===== config.mk =====
export PLATFORM = sky130hd
export DESIGN_NAME = dspb_serum_nios2_oci_trace_capture
export DESIGN_NICKNAME = d
export VERILOG_FILES = /design/src/rtl/dspb_serum_oci_trace_pkg.sv /design/src/rtl/dspb_serum_oci_trace_fifo.sv /design/src/rtl/dspb_serum_nios2_oci_trace_capture.sv
export SDC_FILE = /design/constraint.sdc
export NUM_CORES = 1
export LEC_CHECK = 0
export ABC_AREA = 1
export BUFFER_PORTS_ARGS = -buffer_cell sky130_fd_sc_hd__buf_2
export CORE_MARGIN = 4
export CORE_UTILIZATION = 35
export CTS_BUF_LIST = sky130_fd_sc_hd__clkbuf_16
export CTS_CLUSTER_SIZE = 24
export DETAILED_ROUTE_END_ITERATION = 16
export SLEW_MARGIN = 0
export SYNTH_ARGS = -nofsm -noshare
export SYNTH_HDL_FRONTEND = slang
export SYNTH_SLANG_ARGS = --single-unit

===== constraint.sdc =====
create_clock -name clk -period 3.3 [get_ports clk]
set_input_delay 0.165 -clock clk [delete_from_list [all_inputs] [get_ports clk]]
set_output_delay 0.165 -clock clk [all_outputs]
set_load 0.05 [all_outputs]

===== src/rtl/dspb_serum_oci_trace_pkg.sv =====
// Shared types and default widths for the OCI trace-capture sink.
package dspb_serum_oci_trace_pkg;

  typedef enum logic [1:0] {
    ST_IDLE    = 2'd0,
    ST_CAPTURE = 2'd1,
    ST_DRAIN   = 2'd2,
    ST_DONE    = 2'd3
  } trace_state_e;

  localparam int DEF_BUF_W   = 30;
  localparam int DEF_CNT_W   = 4;
  localparam int DEF_DEPTH   = 16;
  localparam int DEF_TOTAL_W = 32;
  localparam int DEF_DROP_W  = 16;

  // Occupancy runs 0..DEPTH inclusive, so it needs one bit above the pointer.
  function automatic int fifo_lvl_w(input int depth);
    return $clog2(depth) + 1;
  endfunction

endpackage


===== src/rtl/dspb_serum_oci_trace_fifo.sv =====
// First-word-fall-through FIFO; the head entry is presented on data while
// non-empty, and a push into a full FIFO is accepted when a pop coincides.
module dspb_serum_oci_trace_fifo
  import dspb_serum_oci_trace_pkg::*;
#(
  parameter int DATA_W = DEF_CNT_W + DEF_BUF_W,
  parameter int DEPTH  = DEF_DEPTH,
  localparam int LVL_W = fifo_lvl_w(DEPTH),
  localparam int PTR_W = $clog2(DEPTH)
) (
  input  logic              clk,
  input  logic              reset_n,
  input  logic              push,
  input  logic [DATA_W-1:0] push_data,
  input  logic              pop,
  output logic [DATA_W-1:0] data,
  output logic              empty,
  output logic              full,
  output logic [LVL_W-1:0]  level
);

  logic [DATA_W-1:0] mem_q [DEPTH];
  logic [PTR_W-1:0]  wr_ptr_q, wr_ptr_d;
  logic [PTR_W-1:0]  rd_ptr_q, rd_ptr_d;
  logic [LVL_W-1:0]  level_q, level_d;
  logic              push_ok;
  logic              pop_ok;

  assign empty   = (level_q == '0);
  assign full    = (level_q == LVL_W'(DEPTH));
  assign pop_ok  = pop && !empty;
  assign push_ok = push && (!full || pop_ok);

  always_comb begin
    wr_ptr_d = wr_ptr_q;
    rd_ptr_d = rd_ptr_q;
    level_d  = level_q;
    if (push_ok) wr_ptr_d = wr_ptr_q + PTR_W'(1);
    if (pop_ok)  rd_ptr_d = rd_ptr_q + PTR_W'(1);
    case ({push_ok, pop_ok})
      2'b10:   level_d = level_q + LVL_W'(1);
      2'b01:   level_d = level_q - LVL_W'(1);
      default: level_d = level_q;
    endcase
  end

  always_ff @(posedge clk or negedge reset_n) begin
    if (!reset_n) begin
      wr_ptr_q <= '0;
      rd_ptr_q <= '0;
      level_q  <= '0;
    end else begin
      wr_ptr_q <= wr_ptr_d;
      rd_ptr_q <= rd_ptr_d;
      level_q  <= level_d;
    end
  end

  // Storage carries no reset: emptiness is defined solely by level_q.
  always_ff @(posedge clk) begin
    if (push_ok) mem_q[wr_ptr_q] <= push_data;
  end

  assign data  = mem_q[rd_ptr_q];
  assign level = level_q;

endmodule


===== src/rtl/dspb_serum_nios2_oci_trace_capture.sv =====
// Trace-capture sink: qualifies DCT words into a FWFT FIFO, keeps frame/drop
// statistics and sequences end-of-test into a drain-then-done indication.
module dspb_serum_nios2_oci_trace_capture
  import dspb_serum_oci_trace_pkg::*;
#(
  parameter int BUF_W   = DEF_BUF_W,
  parameter int CNT_W   = DEF_CNT_W,
  parameter int DEPTH   = DEF_DEPTH,
  parameter int TOTAL_W = DEF_TOTAL_W,
  parameter int DROP_W  = DEF_DROP_W,
  localparam int LVL_W  = fifo_lvl_w(DEPTH)
) (
  input  logic                   clk,
  input  logic                   reset_n,
  input  logic [BUF_W-1:0]       dct_buffer,
  input  logic [CNT_W-1:0]       dct_count,
  input  logic                   dct_valid,
  input  logic                   test_ending,
  input  logic                   test_has_ended,
  output logic [CNT_W+BUF_W-1:0] out_data,
  output logic                   out_valid,
  input  logic                   out_ready,
  output logic [LVL_W-1:0]       fifo_level,
  output logic                   overflow,
  output logic [DROP_W-1:0]      drop_count,
  output logic [TOTAL_W-1:0]     frame_total,
  output logic [1:0]             state_o,
  output logic                   done
);

  trace_state_e          state_q, state_d;
  logic                  overflow_q, overflow_d;
  logic [DROP_W-1:0]     drop_q, drop_d;
  logic [TOTAL_W-1:0]    total_q, total_d;

  logic                  candidate;
  logic                  want_push;
  logic                  accept;
  logic                  pop;
  logic                  fifo_empty;
  logic                  fifo_full;

  // Zero-count words carry no frames and are invisible in every state.
  assign candidate = dct_valid && (dct_count != '0);
  assign pop       = out_valid && out_ready;

  // test_has_ended outranks capture, so a same-cycle word is discarded.
  assign want_push = candidate && !test_has_ended &&
                     ((state_q == ST_IDLE) || (state_q == ST_CAPTURE));
  assign accept    = want_push && (!fifo_full || pop);

  always_comb begin
    state_d = state_q;
    case (state_q)
      ST_IDLE: begin
        if (test_has_ended)   state_d = ST_DONE;
        else if (test_ending) state_d = ST_DRAIN;
        else if (candidate)   state_d = ST_CAPTURE;
      end
      ST_CAPTURE: begin
        if (test_has_ended)   state_d = ST_DONE;
        else if (test_ending) state_d = ST_DRAIN;
      end
      ST_DRAIN: begin
        if (fifo_empty || test_has_ended) state_d = ST_DONE;
      end
      default: state_d = ST_DONE;
    endcase
  end

  always_comb begin
    overflow_d = overflow_q;
    drop_d     = drop_q;
    total_d    = total_q;
    if (accept) begin
      total_d = total_q + TOTAL_W'(dct_count);
    end else if (want_push) begin
      overflow_d = 1'b1;
      if (drop_q != '1) drop_d = drop_q + DROP_W'(1);
    end
  end

  always_ff @(posedge clk or negedge reset_n) begin
    if (!reset_n) begin
      state_q    <= ST_IDLE;
      overflow_q <= 1'b0;
      drop_q     <= '0;
      total_q    <= '0;
    end else begin
      state_q    <= state_d;
      overflow_q <= overflow_d;
      drop_q     <= drop_d;
      total_q    <= total_d;
    end
  end

  dspb_serum_oci_trace_fifo #(
    .DATA_W (CNT_W + BUF_W),
    .DEPTH  (DEPTH)
  ) u_fifo (
    .clk       (clk),
    .reset_n   (reset_n),
    .push      (accept),
    .push_data ({dct_count, dct_buffer}),
    .pop       (pop),
    .data      (out_data),
    .empty     (fifo_empty),
    .full      (fifo_full),
    .level     (fifo_level)
  );

  assign out_valid   = !fifo_empty;
  assign overflow    = overflow_q;
  assign drop_count  = drop_q;
  assign frame_total = total_q;
  assign state_o     = state_q;
  assign done        = (state_q == ST_DONE) && fifo_empty;

endmodule

# Yosys cells after proc, flatten, opt, wreduce, memory -nomap -nowiden
# Memories as Yosys holds them, arrays and structs flattened.
# Cells that the tools add are included.
classes:
  n_addsub: 6
  n_eq_ne: 10
  muxes: 10
  bitwise: 1
  n_reduce_logical: 22
ops:
  columns: ["operator", "count"]
  rows:
  - ["$add 32x4->32", 1]
  - ["$add 16x1->16 const B", 1]
  - ["$ne 16x16->1 const B", 1]
  - ["$mux 2", 6]
  - ["$pmux 5 s2", 1]
  - ["$add 4x1->4 const B", 2]
  - ["$logic_and 1x1->1", 8]
  - ["$eq 2x2->1 const B", 3]
  - ["$pmux 2 s3", 1]
  - ["$reduce_and 3->1", 2]
  - ["$add 5x1->5 const B", 1]
  - ["$eq 5x5->1 const B", 1]
  - ["$logic_not 5->1", 1]
  - ["$sub 5x1->5 const B", 1]
  - ["$eq 2x1->1 const B", 2]
  - ["$logic_or 1x1->1", 4]
  - ["$ne 4x4->1 const B", 1]
  - ["$reduce_bool 4->1", 1]
  - ["$logic_not 1->1", 3]
  - ["$ne 3x3->1 const B", 1]
  - ["$logic_not 2->1", 1]
  - ["$mux 1", 2]
  - ["$ne 2x2->1 const B", 1]
  - ["$reduce_and 2->1", 1]
  - ["other kinds (2)", 2]
word_totals:
  reg_bits: 64
  ram_bits: 544
  wordCells: 57
  mem_count: 1
mem_list:
  columns: ["memory", "words", "width", "read_ports", "rd_clocked_by_memory_dff", "wr", "line", "rtl"]
  rows:
  - ["u_fifo.mem_q", 16, 34, 1, 0, 1, "dspb_serum_oci_trace_fifo.sv:22", "logic [DATA_W-1:0] mem_q [DEPTH];"]

# Logic depth before layout (Yosys ltp)
logic_depth:
  ltp_word: 8
  depth_mapped: 16
  mapped_depth_nobuf: 15

# Modules after synthesis
# From an unflattened synthesis, not the netlist that was laid out.
unflattened:
  cells_unflattened: 2138
  area_unflattened_um2: 25351.8
by_module_without_submodules:
  columns: ["module", "instances", "cells_per_inst", "area_per_inst_um2"]
  rows:
  - ["dspb_serum_oci_trace_fifo", 1, 1683, 22172.5]
  - ["dspb_serum_nios2_oci_trace_capture", 1, 455, 3179.3]

# Least setup slack after synthesis
# No wires, ideal clock.
synth_path:
  path_type: "register -> register"
  start: "register u_fifo.level_q[2], in the netlist u_fifo.level[2]"
  end: "memory u_fifo.mem_q[0][0] (netlist bit) (enable)"
  arrival_time_ns: 2.875
  required_time_ns: 2.875
  path_slack_ns: 0.000
  path_stages_with_launch: 8
  path_buffers: 1
  path_cell_list: "dfrtp_1 > nor2_1 > nand3_2 > clkinv_2 > nor2_8 > buf_6 > nand2_1 > nor2_1"
synth_via:
  elab_chain_cells: 8
  elab_cells_between_ends: 12
synth_lines:
  columns: ["item", "line", "rtl"]
  rows:
  - ["start: declaration", "dspb_serum_oci_trace_fifo.sv:25", "logic [LVL_W-1:0] level_q, level_d;"]
  - ["start signal: assignment", "dspb_serum_oci_trace_fifo.sv:55", "level_q <= level_d;"]
  - ["$logic_not 5->1", "dspb_serum_oci_trace_fifo.sv:29", "assign empty = (level_q == '0);"]
  - ["$logic_not 1->1", "dspb_serum_oci_trace_fifo.sv:31, dspb_serum_nios2_oci_trace_capture.sv:112", null]
  - ["$logic_and 1x1->1", "dspb_serum_nios2_oci_trace_capture.sv:45", "assign pop = out_valid && out_ready;"]
  - ["$logic_or 1x1->1 / $logic_and 1x1->1 (equally long branches)", "dspb_serum_nios2_oci_trace_capture.sv:50, dspb_serum_oci_trace_fifo.sv:31", null]
  - ["$logic_and 1x1->1 / $logic_or 1x1->1 (equally long branches)", "dspb_serum_nios2_oci_trace_capture.sv:50, dspb_serum_oci_trace_fifo.sv:32", null]
  - ["$logic_and 1x1->1 (*)", "dspb_serum_oci_trace_fifo.sv:32", "assign push_ok = push && (!full || pop_ok);"]
  - ["$mux 1 (*)", "dspb_serum_oci_trace_fifo.sv:61", "if (push_ok) mem_q[wr_ptr_q] <= push_data;"]
  - ["$mux 1 (implied by the code) (*)", "dspb_serum_oci_trace_fifo.sv:61", null]
  - ["end: declaration", "dspb_serum_oci_trace_fifo.sv:22", null]
# Mark *: on every way between the ends. The rest lies on a longest branch, timed or not.

# Worst setup path in the final report
layout_path:
  start: "register u_fifo.rd_ptr_q[1]"
  end: "output out_data[6]"
layout_via:
  elab_chain_cells: 1
layout_lines:
  columns: ["item", "line", "rtl"]
  rows:
  - ["start: declaration", "dspb_serum_oci_trace_fifo.sv:24", "logic [PTR_W-1:0] rd_ptr_q, rd_ptr_d;"]
  - ["start signal: assignment", "dspb_serum_oci_trace_fifo.sv:54", "rd_ptr_q <= rd_ptr_d;"]
  - ["$mem_v2 16x34", null, null]
  - ["end: declaration", "dspb_serum_nios2_oci_trace_capture.sv:20", "output logic [CNT_W+BUF_W-1:0] out_data,"]
# No other way between the ends.

==> out/qor.yml <==
placed_design:
  place.gp.congestion: 0.871
  portBuffers: 131
  hpwl_um: 36100
yosys:
  synthesis.nets: 2094
  syn_area_mm2: 0.0251
  synth_xor_area_share_pct: 1.43
  synth-compound-area-share_pct: 11.4
  synth-seq-area-share_pct: 71.5
  synth_cells: 2039
  synth_top_family_by_area: "compound AO/OA/AOI/OAI gates"
  synth-simple-area-share_pct: 11.2
  ys_ff_latch: 608
  synth.distinct_cells: 37
  avgSynthCellArea_um2: 12.3
  yosysWarnings: 0
  synth.mux.area_fraction_pct: 0
  synth_fa_ha_area_share_pct: 0.778
final_layout:
  final_nets: 2261
  drive_gt1_share_pct: 13.4
  final.fill_count: 6459
  fin_util_pct: 41.8
  area_growth_syn_to_layout_pct: 17.7
worst_setup_path:
  critPathLaunch: "u_fifo.rd_ptr_q[1]"
  critical_path_class: "reg -> out"
  critPathMaxStageDelay_ns: 0.43
  slowest_stage: "dfrtp_4"
  cp-end-kind: "output port"
  critPathRequiredTime_ns: 3.13
  cp_max_fo: 177
  crit_path_start_kind: "register"
  worstPathArrival_ns: 2.92
  crit_chain: "buf_12 > o21ai_0 > o221ai_1 > nand3_1 > nand2_1 > buf_2"
  reg2reg_from: "state_o[1]"
floorplan:
  io_pins: 132
  die_w_um: 276
  die_y_um: 276
  rows: 97
  fp.coreArea_mm2: 0.0705
  start_util_pct: 35.6
  die_area_mm2: 0.0760
clock_tree:
  cts-resized-gates: 0
  cts_tree: "done"
  cts_buffers: 66
  cts_buffer_depth: 3
  cts_root_buffer: "clkbuf_16"
  h-tree-depth: 3
  clk_latency_ns: 0.60
  clkTransAtPathRegs_ns: 0.06
  clock-sinks: 608
global_route:
  grt_antenna_before_repair: 5
  gr-total-overflow: 0
  grt_max_degree: 188
  grt_pass1_vias: 16500
  grt.total_usage_pct: 16.9
  grt_pass1_wl_um: 98600
sta:
  finalMaxSlewViolations: 0
  tightest_slew_ns: 1.02
  clock.fmax_mhz: 324
  timing.hold.ws_ns: 0.0440
  setup_violations: 0
  fin_worst_skew_ns: 0.0201
  rsz0062_at_grt: "false"
  max_slew_margin_pct: 32.0
  hold_viol_final: 0
  layout_min_cycle_time_ns: 3.08
  fin_crit_sh_pct: 93.4
pwr:
  ir_drop_v: 0.000607
  leakage_nw: 10.4
  cellPowerDensity_mw_per_mm2: 804
routing:
  drt-pass1-iter-count: 5
  via_per_inst: 5.18
  drt_wl_total_um: 64400
  antenna_left: 0
  vias: 16600
  drc: 0
  drtIter0Drc: 1425
  wl_per_cell_um: 20.1
job:
  max-cap-violations: 0
min_path:
  hold_path_class: "in -> reg"
  hp-start: "dct_count[0]"
run_status:
  status: "complete, no violations"
metal layers:
layer	global-route usage, %	share of wire [%]	routed length, um	up-vias
li1	-	-	-	7705
met1	22.6	43	27700	8221
met2	27.8	48	30900	531
met3	3.91	7.0	4490	93
met4	4.54	1.9	1230	6
met5	0	0.053	34	-
layout make-up:
| class | count | area, um2 | area share (%) |
|---|---|---|---|
| Multi-Input combinational cell | 1226 | 6340 | 21.5 |
| Timing Repair Buffer | 217 | 1660 | 5.62 |
| Sequential cell | 608 | 17900 | 60.8 |
| Clock buffer | 70 | 1750 | 5.94 |
| Antenna cell | 2 | 5.00 | 0.0170 |
| Tap cell | 940 | 1180 | 3.99 |
| Clock inverter | 45 | 292 | 0.988 |
| Inverter | 87 | 333 | 1.13 |
repair_timing:
item	4_1_cts	5_1_grt
hold endpoints to repair	554	0
hold buffers	40	0
setup buffers	0	0
setup endpoints to repair	0	0
cells in the final DEF (no fill, tap or decap), drive strengths merged, types with 16 or more instances in the layout:
| master | count |
|---|---|
| a21oi | 26 |
| edfxtp | 544 |
| o221ai | 71 |
| dlygate4sd3 | 40 |
| xor2 | 25 |
| o21ai | 316 |
| xnor2 | 16 |
| nand3 | 77 |
| buf | 177 |
| inv | 107 |
| nor2 | 359 |
| nand2 | 223 |
| o211ai | 65 |
| dfrtp | 64 |
| clkbuf | 70 |
| clkinv | 21 |
metrics by stage:
step	instances	worst slack, ns	total power, W	instance area, um2	TNS, ns
6_report	3195	0.218	0.0237	29500	0
5_1_grt	3193	0.0730	0.0250	29500	0
4_1_cts	3193	0.285	0.0239	29500	0
3_5_place_dp	3038	0.830	0.0170	27100	0
3_3_place_gp	3038	0.838	0.0169	27100	0
2_1_floorplan	2039	-0.000398	0.0145	25100	-0.162
Yosys cell counts:
master,instances,area (um2)
edfxtp_1,544,16300
nor2_1,353,1330
o21ai_0,281,1410
nand2_1,221,830
inv_1,81,304
nand3_1,75,375
o221ai_1,71,622
o211ai_1,65,488
dfrtp_1,64,1600
buf_2,51,255
clkbuf_1,46,173
o21ai_1,35,175
a21oi_1,26,130
xor2_1,25,219
xnor2_1,16,140
ha_1,14,175
nand4_1,13,81.3
buf_6,7,78.8
nand3b_1,7,52.6
nor3_1,7,35.0
buf_4,6,45.0
clkbuf_2,5,25.0
nor2_2,4,25.0
buf_1,3,11.3
a21boi_0,2,15.0
clkinv_1,2,7.51
inv_2,2,7.51
nand3_2,2,20.0
nor2_8,2,40.0
o21bai_1,2,15.0
clkinv_2,1,5.00
fa_1,1,20.0
inv_4,1,6.26
nand2_2,1,6.26
nand2_4,1,11.3
nor3_2,1,10.0
or2_2,1,6.26
report_power, final:
part	switching, W	internal (W)	total [W]
combinational	0.00609	0.00217	0.00826
sequential	0.0000853	0.00846	0.00855
clock	0.00294	0.00400	0.00693
total	0.00911	0.0146	0.0237
cells by family after synthesis:
logic type | Yosys count
AO/OA/AOI/OAI | 482
XOR/XNOR | 41
adder cells (fa/ha/maj) | 15
buffers and inverters | 205
flip-flops | 608
AND/OR/NAND/NOR | 688
registers in the layout (all words and copies together) (netlist names):
register	cells
drop_count	16
u_fifo.mem_q	544
u_fifo.rd_ptr_q	4
overflow	1
state_o	2
u_fifo.wr_ptr_q	4
frame_total	32
u_fifo.level	5
critical path: cells and delay by family, from the launching register on:
kind | cells | cell delay [ns]
compound gates | 2 | 0.67
buf+inv | 2 | 0.66
flops | 1 | 0.43
simple gates | 2 | 0.20
worst paths after layout:
kind / cells after the start / end / slack, ns
min reg2reg: 2 / overflow / 0.49
min: 1 / u_fifo.mem_q[0][30] / 0.04
min in group asynchronous: 2 / drop_count[1] / 0.24
max: 6 / out_data[6] / 0.22
max reg2reg: 7 / state_o[0] / 0.67
max in group asynchronous: 3 / frame_total[18] / 2.13
Note: power is estimated with default switching activity, not from simulation.
